[src/rtl/j11pins.sv]
// j11pins: pin-level front end for the DCJ11 CPU.
// Synchronises ALE_n/SCTL_n, latches the multiplexed DAL address and AIO
// code, and turns each J11 bus cycle into one single-cycle busreq
// transaction (two for read-modify-write). CONT_n holds the CPU until
// busack returns; read data is driven back onto DAL.
//
// Optional feature: define J11PINS_TIMEOUT_EN to add a busack wait limit of
// TIMEOUT_CYCLES. On expiry bustimeout pulses, reads return 16'o177777 and
// the cycle completes as if acked. Without the macro bustimeout is tied 0.
//
// Bus handshake: busreq is a one-cycle request pulse; busaddr, buswr, busgp,
// busbyte (and buswdata for writes) are held stable from busreq until the
// single-cycle busack, which completes the transaction. busack outside the
// two wait states is ignored.

module j11pins #(
    parameter int SYNC_STAGES    = 2,
    parameter int TIMEOUT_CYCLES = 255
) (
    input  logic        clk,
    input  logic        rst,
    input  logic [21:0] dal_in,
    output logic [15:0] dal_out,
    output logic        dal_oe,
    input  logic [3:0]  aio,
    input  logic        ale_n,
    input  logic        sctl_n,
    output logic        cont_n,
    output logic        busreq,
    output logic        buswr,
    output logic        busgp,
    output logic        busbyte,
    output logic [21:0] busaddr,
    output logic [15:0] buswdata,
    input  logic        busack,
    input  logic [15:0] busrdata,
    output logic        bustimeout
);

    typedef enum logic [3:0] {
        S_IDLE, S_ADDR, S_RREQ, S_RWAIT, S_RDRIVE,
        S_RMWW, S_WREQ, S_WWAIT, S_WDONE
    } state_t;

    // Current state; kept as a named signal so checkers can bind to it.
    state_t state;

    logic [SYNC_STAGES-1:0] ale_sync, sctl_sync;
    logic ale_d, sctl_d;
    logic ale_fall, ale_rise, sctl_fall, sctl_rise;

    logic dec_valid, dec_rd, dec_rmw, dec_gp, dec_byte;
    logic cyc_rd, cyc_rmw;
    logic wait_expired;

    // Strobe synchronisers; reset to the inactive (high) level so no edge is seen at reset.
    always_ff @(posedge clk) begin
        if (rst) begin
            ale_sync  <= '1;
            sctl_sync <= '1;
            ale_d     <= 1'b1;
            sctl_d    <= 1'b1;
        end else begin
            ale_sync  <= {ale_sync[SYNC_STAGES-2:0], ale_n};
            sctl_sync <= {sctl_sync[SYNC_STAGES-2:0], sctl_n};
            ale_d     <= ale_sync[SYNC_STAGES-1];
            sctl_d    <= sctl_sync[SYNC_STAGES-1];
        end
    end

    assign ale_fall  = ale_d & ~ale_sync[SYNC_STAGES-1];
    assign ale_rise  = ~ale_d & ale_sync[SYNC_STAGES-1];
    assign sctl_fall = sctl_d & ~sctl_sync[SYNC_STAGES-1];
    assign sctl_rise = ~sctl_d & sctl_sync[SYNC_STAGES-1];

    // AIO cycle-code decode; unlisted codes behave as idle.
    always_comb begin
        dec_valid = 1'b0;
        dec_rd    = 1'b0;
        dec_rmw   = 1'b0;
        dec_gp    = 1'b0;
        dec_byte  = 1'b0;
        case (aio)
            4'b1000, 4'b1001: begin dec_valid = 1'b1; dec_rd = 1'b1; end
            4'b1010, 4'b1011: begin dec_valid = 1'b1; dec_rd = 1'b1; dec_rmw = 1'b1; end
            4'b1100, 4'b1101: begin dec_valid = 1'b1; dec_rd = 1'b1; dec_gp = 1'b1; end
            4'b0011:          begin dec_valid = 1'b1; end
            4'b0001:          begin dec_valid = 1'b1; dec_byte = 1'b1; end
            4'b0101:          begin dec_valid = 1'b1; dec_gp = 1'b1; end
            default:          begin dec_valid = 1'b0; end
        endcase
    end

`ifdef J11PINS_TIMEOUT_EN
    localparam int CW = $clog2(TIMEOUT_CYCLES + 1);
    logic [CW-1:0] wait_cnt;
    logic          in_wait;

    assign in_wait      = (state == S_RWAIT) || (state == S_WWAIT);
    assign wait_expired = (wait_cnt == CW'(TIMEOUT_CYCLES - 1));

    // Cycles spent waiting for busack; cleared whenever not waiting.
    always_ff @(posedge clk) begin
        if (rst || !in_wait) wait_cnt <= '0;
        else                 wait_cnt <= wait_cnt + 1'b1;
    end

    // One-cycle timeout pulse, registered on the same edge the FSM gives up.
    always_ff @(posedge clk) begin
        if (rst) bustimeout <= 1'b0;
        else     bustimeout <= in_wait & ~busack & wait_expired;
    end
`else
    assign wait_expired = 1'b0;
    assign bustimeout   = 1'b0;
`endif

    // Bus-cycle sequencer with registered bus and pin outputs.
    always_ff @(posedge clk) begin
        if (rst) begin
            state    <= S_IDLE;
            dal_out  <= '0;
            dal_oe   <= 1'b0;
            cont_n   <= 1'b1;
            busreq   <= 1'b0;
            buswr    <= 1'b0;
            busgp    <= 1'b0;
            busbyte  <= 1'b0;
            busaddr  <= '0;
            buswdata <= '0;
            cyc_rd   <= 1'b0;
            cyc_rmw  <= 1'b0;
        end else begin
            busreq <= 1'b0;
            case (state)
                S_IDLE: begin
                    if (ale_fall && dec_valid) begin
                        busaddr <= dal_in;
                        buswr   <= ~dec_rd;
                        busgp   <= dec_gp;
                        busbyte <= dec_byte;
                        cyc_rd  <= dec_rd;
                        cyc_rmw <= dec_rmw;
                        cont_n  <= 1'b1;
                        state   <= S_ADDR;
                    end
                end
                S_ADDR: begin
                    if (sctl_fall) begin
                        busreq <= 1'b1;
                        if (cyc_rd) begin
                            state <= S_RREQ;
                        end else begin
                            buswdata <= dal_in[15:0];
                            state    <= S_WREQ;
                        end
                    end else if (ale_rise) begin
                        cont_n <= 1'b0;
                        state  <= S_IDLE;
                    end
                end
                S_RREQ: state <= S_RWAIT;
                S_RWAIT: begin
                    if (busack) begin
                        dal_out <= busrdata;
                        dal_oe  <= 1'b1;
                        cont_n  <= 1'b0;
                        state   <= S_RDRIVE;
                    end else if (wait_expired) begin
                        dal_out <= 16'o177777;
                        dal_oe  <= 1'b1;
                        cont_n  <= 1'b0;
                        state   <= S_RDRIVE;
                    end
                end
                S_RDRIVE: begin
                    if (sctl_rise) begin
                        dal_oe <= 1'b0;
                        cont_n <= 1'b1;
                        state  <= cyc_rmw ? S_RMWW : S_IDLE;
                    end
                end
                S_RMWW: begin
                    if (sctl_fall) begin
                        buswdata <= dal_in[15:0];
                        buswr    <= 1'b1;
                        busbyte  <= 1'b0;
                        busreq   <= 1'b1;
                        state    <= S_WREQ;
                    end
                end
                S_WREQ: state <= S_WWAIT;
                S_WWAIT: begin
                    if (busack || wait_expired) begin
                        cont_n <= 1'b0;
                        state  <= S_WDONE;
                    end
                end
                S_WDONE: begin
                    if (sctl_rise) state <= S_IDLE;
                end
                default: state <= S_IDLE;
            endcase
        end
    end

endmodule

[config.mk]
export PLATFORM = sky130hd
export DESIGN_NAME = j11pins
export DESIGN_NICKNAME = d
export VERILOG_FILES = /design/src/rtl/j11pins.sv
export SDC_FILE = /design/constraint.sdc
export NUM_CORES = 1
export LEC_CHECK = 0
export CORE_MARGIN = 10
export CORE_UTILIZATION = 40
export CTS_CLUSTER_DIAMETER = 100
export CTS_CLUSTER_SIZE = 25
export DETAILED_ROUTE_END_ITERATION = 10
export PLACE_DENSITY = 0.74
export SYNTH_ARGS = -nofsm -noshare
export SYNTH_HDL_FRONTEND = slang
export SYNTH_SLANG_ARGS = --single-unit
export TNS_END_PERCENT = 1
[constraint.sdc]
create_clock -name clk -period 2.2 [get_ports clk]
set_input_delay 0.44 -clock clk [delete_from_list [all_inputs] [get_ports clk]]
set_output_delay 0.44 -clock clk [all_outputs]
set_load 0.05 [all_outputs]
==> results of run 1 <==
-- layer usage --
layer,vias to the layer above,global-route usage [%],part of all wire (%)
met5,-,0,0
met1,1179,16.31,42
met4,0,6.452,1.8
met2,75,23.96,49
met3,10,5.514,7.2
li1,1301,-,-
-- layout by cell type, fill, tap and decap left out, types with 3 or more instances in the layout --
cell             netlist  routed
inv_1                  5       5
nor4_1                 3       3
nor2_1                24      24
clkdlybuf4s50_1        0     105
or2_2                  6       6
nand2_1               82      82
nand2b_1               3       3
nor3_1                 4       4
mux2i_1               16      16
clkbuf_8               0      11
buf_4                  1      17
dfxtp_1               72      72
a21oi_1               44      44
-- cells by family after synthesis --
kind of cell / synth area share, %
AO/OA/AOI/OAI: 14.00
XOR/XNOR: 0.3133
multiplexers: 6.130
flip-flops: 51.54
other: 0.1341
AND/OR/NAND/NOR: 23.04
buffers and inverters: 4.832
-- sequential cells by signal (all words and copies together) (netlist names) --
signal     count
sctl_sync      2
cont_n         1
buswdata      16
state          4
buswr          1
busgp          1
busaddr       22
ale_sync       2
sctl_d         1
cyc_rd         1
cyc_rmw        1
busreq         1
busbyte        1
ale_d          1
dal_out       16
dal_oe         1
-- cell type report --
cell class	count	area (um^2)	share of cell area, %
clock buffers	13	158.9	3.800
clock inverters	2	38.79	0.9276
inverters	5	18.77	0.4488
multi-input cells	221	1220	29.17
flip-flops and latches	72	1441	34.47
well taps	96	120.1	2.873
repair buffers	123	1184	28.31
-- report_power, final --
part | switching, mW | total (mW) | internal, mW
clock network | 0.457 | 1.04 | 0.583
registers | 0.0465 | 1.40 | 1.36
logic | 0.387 | 0.707 | 0.320
-- how the worst max path moves through the flow --
stage / endpoint / slack, ns / depth (start not counted)
after CTS: cont_n / 0.22 / 1
after floorplan: state[2] / 0.38 / 5
after global placement: state[2] / 0.11 / 5
after detailed placement: busaddr[2] / 0.06 / 7
final: cont_n / 0.24 / 1
after global routing: state[0] / 0.12 / 5
-- cell usage after synthesis (3+ instances only) --
master | count | share of area, %
buf_2 | 9 | 1.6
clkbuf_1 | 10 | 1.3
mux2i_1 | 16 | 5.7
nor4_1 | 3 | 0.67
inv_1 | 5 | 0.67
nand2b_1 | 3 | 0.67
nand2_1 | 82 | 11
a21oi_1 | 44 | 7.9
dfxtp_1 | 72 | 52
nor2_1 | 24 | 3.2
or2_2 | 6 | 1.3
nor3_1 | 4 | 0.72
==> summary.md, run 1 <==
| Metric | Value |
|---|---|
| Status | `finished, final reports clean` |
| Initial Util | `41.16%` |
| Slowest library cell on the worst path | `clkdlybuf4s50_1` |
| Maxcap violations | `0` |
| FF+latch count, synth | `72` |
| Number of buffers inserted by hold repair at cts | `0` |
| Final Hold Vio Count | `0` |
| Final std cells w/o fill | `532` |
| Yosys Warn Count | `0` |
| Rel. slew slack | `around 64%` |
| Post-Synthesis Cells | `321` |
| Max-slew violation count | `0` |
| Final setup fails | `0` |
| Post-DP HPWL | `5866 um` |
| CTS max path bufs | `2` |
| Final Worst Setup Slack | `0.2416 ns` |
| Clk_skew | `0.007092 ns` |
| Critical path's largest stage delay | `a little over 0.8 ns` |
| Root buffer cell | `clkbuf_8` |
| Hold EP | `ale_sync[1]` |
| Max VDD drop | `0.0005168 V` |
| RD Place Congestion | `0.8134` |
| Vias per Instance | `4.821` |
| Std cell rows | `30` |
| Primary flip-flop cell chosen by synthesis mapping | `dfxtp_1` |
| Cell area power density | `753.8 mW/mm^2` |
| GRT Total Usage | `14.55%` |
| Final ANT Viol Nets | `0` |
| Crit Path Category | `flip-flop to output port` |
| Worst EP arrival | `1.52 ns` |
| Core area | `0.006794 mm^2` |
| Reg-to-reg endpoint | `busaddr[0]` |
| Post-synth EDFFs | `0` |
| Worst r2r src | `state[3]` |
| Via Count | `2565` |
| DRT Pass-1 Iters | `4` |
| R2R depth | `5` |
| Diode count | `0` |
| CP startpoint | `cont_n` |
| Wire length of the first global-routing pass | `13050 um` |
| Seq/Total Area, Yosys | `about half` |
| Worst hold-check slack | `0.4079 ns` |
| Drc violations | `0` |
| Largest net degree at the start of global routing | `30` |
| Htree depth | `3` |
| Number of CTS-inserted buffers | `9` |
| Crit. End Element | `output port` |
| R2r setup slk | `0.30 ns` |
| Post-Synthesis Cell Area | `0.002796 mm^2` |
| CP top delay family | `buffers and inverters` |
| Util after Layout | `between 60% and 70%` |
| Least-Margin Pin Slew | `roughly 0.53 ns` |
| Resize count post-CTS | `0` |
| Later-pin clock latency in the skew report | `between 0.3 and 0.4 ns` |
| Worst hold path class | `flip-flop to flip-flop` |
| Die width | `slightly above 100 um` |
| RSZ-0062 raised after global routing | `no` |
| Initial DRC count | `95` |
| Static Leak | `1.463 nW` |
| Die area | `0.01074 mm^2` |
| Initial antenna violation count | `0` |
| Hold depth | `1` |
| Total power | `3.152 mW` |
| CTS sink count | `72` |
| Peak Freq | `510.6 MHz` |
| DP Worst Slack | `0.06008 ns` |
| DIE HEIGHT | `between 100 and 150 um` |
| Synth Area per Inst | `8.712 um^2` |
| Yosys cell types | `47` |
| Post-synth ARST share | `0%` |
| Routed wire length | `7892 um` |
| Crit-path cells | `clkdlybuf4s50_1` |
| Post CTS Setup Buffer Count | `0` |
| Placed cells | `517` |
| CTS tree | `done` |
| Req. time, crit path | `~1.8 ns` |
| Hold_sp | `ale_sync[0]` |
| Synthesized Nets | `368` |
| Final-stage net count | `479` |
| PortBufs | `106` |
| Period utilization | `89.02%` |
| I/O pins | `~110` |
| Fill count | `610` |
| Layout cell share with drive strength beyond 1 | `about a tenth` |
| WP buf/inv | `1` |
| Startpoint Class | `flip-flop` |
| Area delta synth->final | `49.53%` |
| Number of global-route vias before repair | `2631` |
| Setup TNS | `0 ns` |
| GRT overflow | `0` |
| Fin area | `0.004182 mm^2` |
| Placed Area | `around 0.004 mm^2` |
| CP max FO | `3` |
| Tmin final | `1.958 ns` |
| Clk slew on worst S/H paths | `0.07 ns` |
| WL/cell | `14.83 um` |
Power figures use the tool's default switching activity.
==> run 2: changes to the inputs <==
--- a/config.mk
+++ b/config.mk
@@ -6,11 +6,11 @@
 export NUM_CORES = 1
 export LEC_CHECK = 0
 export CORE_MARGIN = 10
-export CORE_UTILIZATION = 40
+export CORE_UTILIZATION = 41
 export CTS_CLUSTER_DIAMETER = 100
 export CTS_CLUSTER_SIZE = 25
 export DETAILED_ROUTE_END_ITERATION = 10
-export PLACE_DENSITY = 0.74
+export PLACE_DENSITY = 0.76
 export SYNTH_ARGS = -nofsm -noshare
 export SYNTH_HDL_FRONTEND = slang
 export SYNTH_SLANG_ARGS = --single-unit
==> run 2 against run 1 <==
Fmax down 3.1%. Utilization up 0.18 points. Combinational power up 4.5%. Wire length down 0.41%. Sequential cell count unchanged. Critical path type is now flip-flop to flip-flop. Largest power group unchanged.
==> summary.md, run 2 (same netlist as run 1, synthesis figures left out) <==
| Metric | Value |
|---|---|
| WL/cell | `between 15 and 20 um` |
| GRT Total Usage | `15.05%` |
| Worst r2r src | `state[3]` |
| DRT Pass-1 Iters | `6` |
| Fill count | `565` |
| Placed cells | `502` |
| CTS tree | `done` |
| Clk pwr share | `29.2%` |
| Register area | `around 0.0014 mm^2` |
| Area delta synth->final | `48.32%` |
| Final Hold Vio Count | `0` |
| Req. time, crit path | `2.39 ns` |
| Max VDD drop | `0.0004795 V` |
| PortBufs | `~110` |
| Routed wire length | `slightly below 8000 um` |
| Part of the power in combinational logic | `24.5%` |
| Period utilization | `91.82%` |
| Static Leak | `1.462 nW` |
| Rel. slew slack | `between 60% and 70%` |
| Largest reg by FF count | `busaddr` |
| Number of global-route vias before repair | `2534` |
| P_int | `2.093 mW` |
| Commonest non-fill, non-tap cell in the layout | `clkdlybuf4s50_1` |
| Htree depth | `3` |
| CP max FO | `11` |
| Hold depth | `1` |
| Critical path's largest stage delay | `0.62 ns` |
| WP buf/inv | `1` |
| Clk slew on worst S/H paths | `0.07 ns` |
| Final std cells w/o fill | `518` |
| Reg-to-reg endpoint | `state[0]` |
| Layout cell share with drive strength beyond 1 | `between 10% and 20%` |
| Drc violations | `0` |
| Biggest regs | `busaddr x22, buswdata x16, dal_out x16` |
| Sequential Power Share | `a little under half` |
| CP top delay family | `simple AND/OR/NAND/NOR gates` |
| Root buffer cell | `clkbuf_8` |
| Worst EP arrival | `2.21 ns` |
| NetSw | `0.9169 mW` |
| Worst hold path class | `flip-flop to flip-flop` |
| Max-slew violation count | `0` |
| R2R depth | `5` |
| Post-DP HPWL | `5970 um` |
| Hold EP | `ale_sync[1]` |
| Most frequent cells in the layout | `105 x clkdlybuf4s50_1, 82 x nand2_1, 72 x dfxtp_1, 44 x a21oi_1, 24 x nor2_1` |
| Initial Util | `41.62%` |
| RSZ-0062 raised after global routing | `no` |
| Startpoint Class | `flip-flop` |
| CTS sink count | `72` |
| Slowest library cell on the worst path | `or4_4` |
| Final setup fails | `0` |
| Later-pin clock latency in the skew report | `0.33 ns` |
| Sw frac | `30.47%` |
| R2r setup slk | `roughly 0.18 ns` |
| GRT overflow | `0` |
| Die area | `0.01052 mm^2` |
| Number of CTS-inserted buffers | `9` |
| Crit-path cells | `or4_4, o21ba_4, buf_4, nor3_1, a2111oi_0` |
| Final ANT Viol Nets | `0` |
| CTS max path bufs | `2` |
| Post CTS Setup Buffer Count | `0` |
| RD Place Congestion | `0.8253` |
| Largest net degree at the start of global routing | `34` |
| Cell area power density | `slightly above 700 mW/mm^2` |
| Number of buffers inserted by hold repair at cts | `0` |
| Max reg flops | `22` |
| Final-stage net count | `between 400 and 500` |
| Tmin final | `about 2.0 ns` |
| Diode count | `0` |
| DIE HEIGHT | `102.6 um` |
| Hold_sp | `ale_sync[0]` |
| Area of the multi-input gates | `0.001220 mm^2` |
| I/O pins | `about 110` |
| Die width | `roughly 100 um` |
| Peak Freq | `495.0 MHz` |
| Core area | `0.006719 mm^2` |
| Vias per Instance | `just over 5` |
| Crit. End Element | `flip-flop` |
| Crit Path Category | `flip-flop to flip-flop` |
| Initial antenna violation count | `0` |
| Via Count | `around 2600` |
| Wire length of the first global-routing pass | `12570 um` |
| Least-Margin Pin Slew | `between 0.5 and 0.6 ns` |
| Clk_skew | `a little over 0.008 ns` |
| Maxcap violations | `0` |
| Std cell rows | `30` |
| Status | `finished, final reports clean` |
| Initial DRC count | `69` |
| Resize count post-CTS | `0` |
| Setup TNS | `0 ns` |
-- run 2: how the worst max path moves through the flow --
stage	slack, ns	startpoint	to	cells after the start
after floorplan	0.38	state[2]	state[2]	5
after global placement	0.08	aio[1]	state[2]	5
after detailed placement	0.03	aio[0]	cont_n	6
after CTS	0.18	state[3]	state[0]	5
after global routing	0.02	state[3]	state[0]	5
final	0.18	state[3]	state[0]	5
-- run 2: layout make-up --
type                       count  area share [%]
inverter                       5          0.4525
timing repair buffer         124           29.02
sequential                    72           34.75
clock inverter                 6          0.8748
tap                           80           2.413
clock buffer                  10           3.077
multi-input combinational    221           29.41
-- run 2: power groups by stage --
stage          logic [mW]  clock network (mW)  registers, mW
6_report            0.739               0.879           1.39
3_3_place_gp        0.716                   0           1.42
2_1_floorplan       0.355                   0           1.53
3_5_place_dp        0.731                   0           1.42
4_1_cts             0.735               0.917           1.39
5_1_grt             0.792               0.969           1.40
-- run 2: layer usage --
layer / vias up / share of wire, % / GRT usage (%)
met1: 1200 / 40 / 16.79
met3: 11 / 9.3 / 6.568
met5: - / 0 / 0
li1: 1308 / - / -
met2: 94 / 50 / 25.07
met4: 0 / 1.1 / 5.098
-- run 2: metrics by stage --
| step | setup WS (ns) | area (um^2) | total power, mW | hold slack (ns) | utilization (%) |
|---|---|---|---|---|---|
| 6_report | 0.1800 | 4148 | 3.010 | 0.4094 | 61.73 |
| 5_1_grt | 0.01974 | 4148 | 3.160 | 0.4228 | 61.73 |
| 2_1_floorplan | 0.3794 | 2796 | 1.889 | 0.3895 | - |
| 4_1_cts | 0.1778 | 4148 | 3.044 | 0.4123 | 61.73 |
| 3_3_place_gp | 0.08049 | 3984 | 2.135 | 0.3910 | 59.29 |
| 3_5_place_dp | 0.02580 | 3984 | 2.152 | 0.3942 | 59.29 |
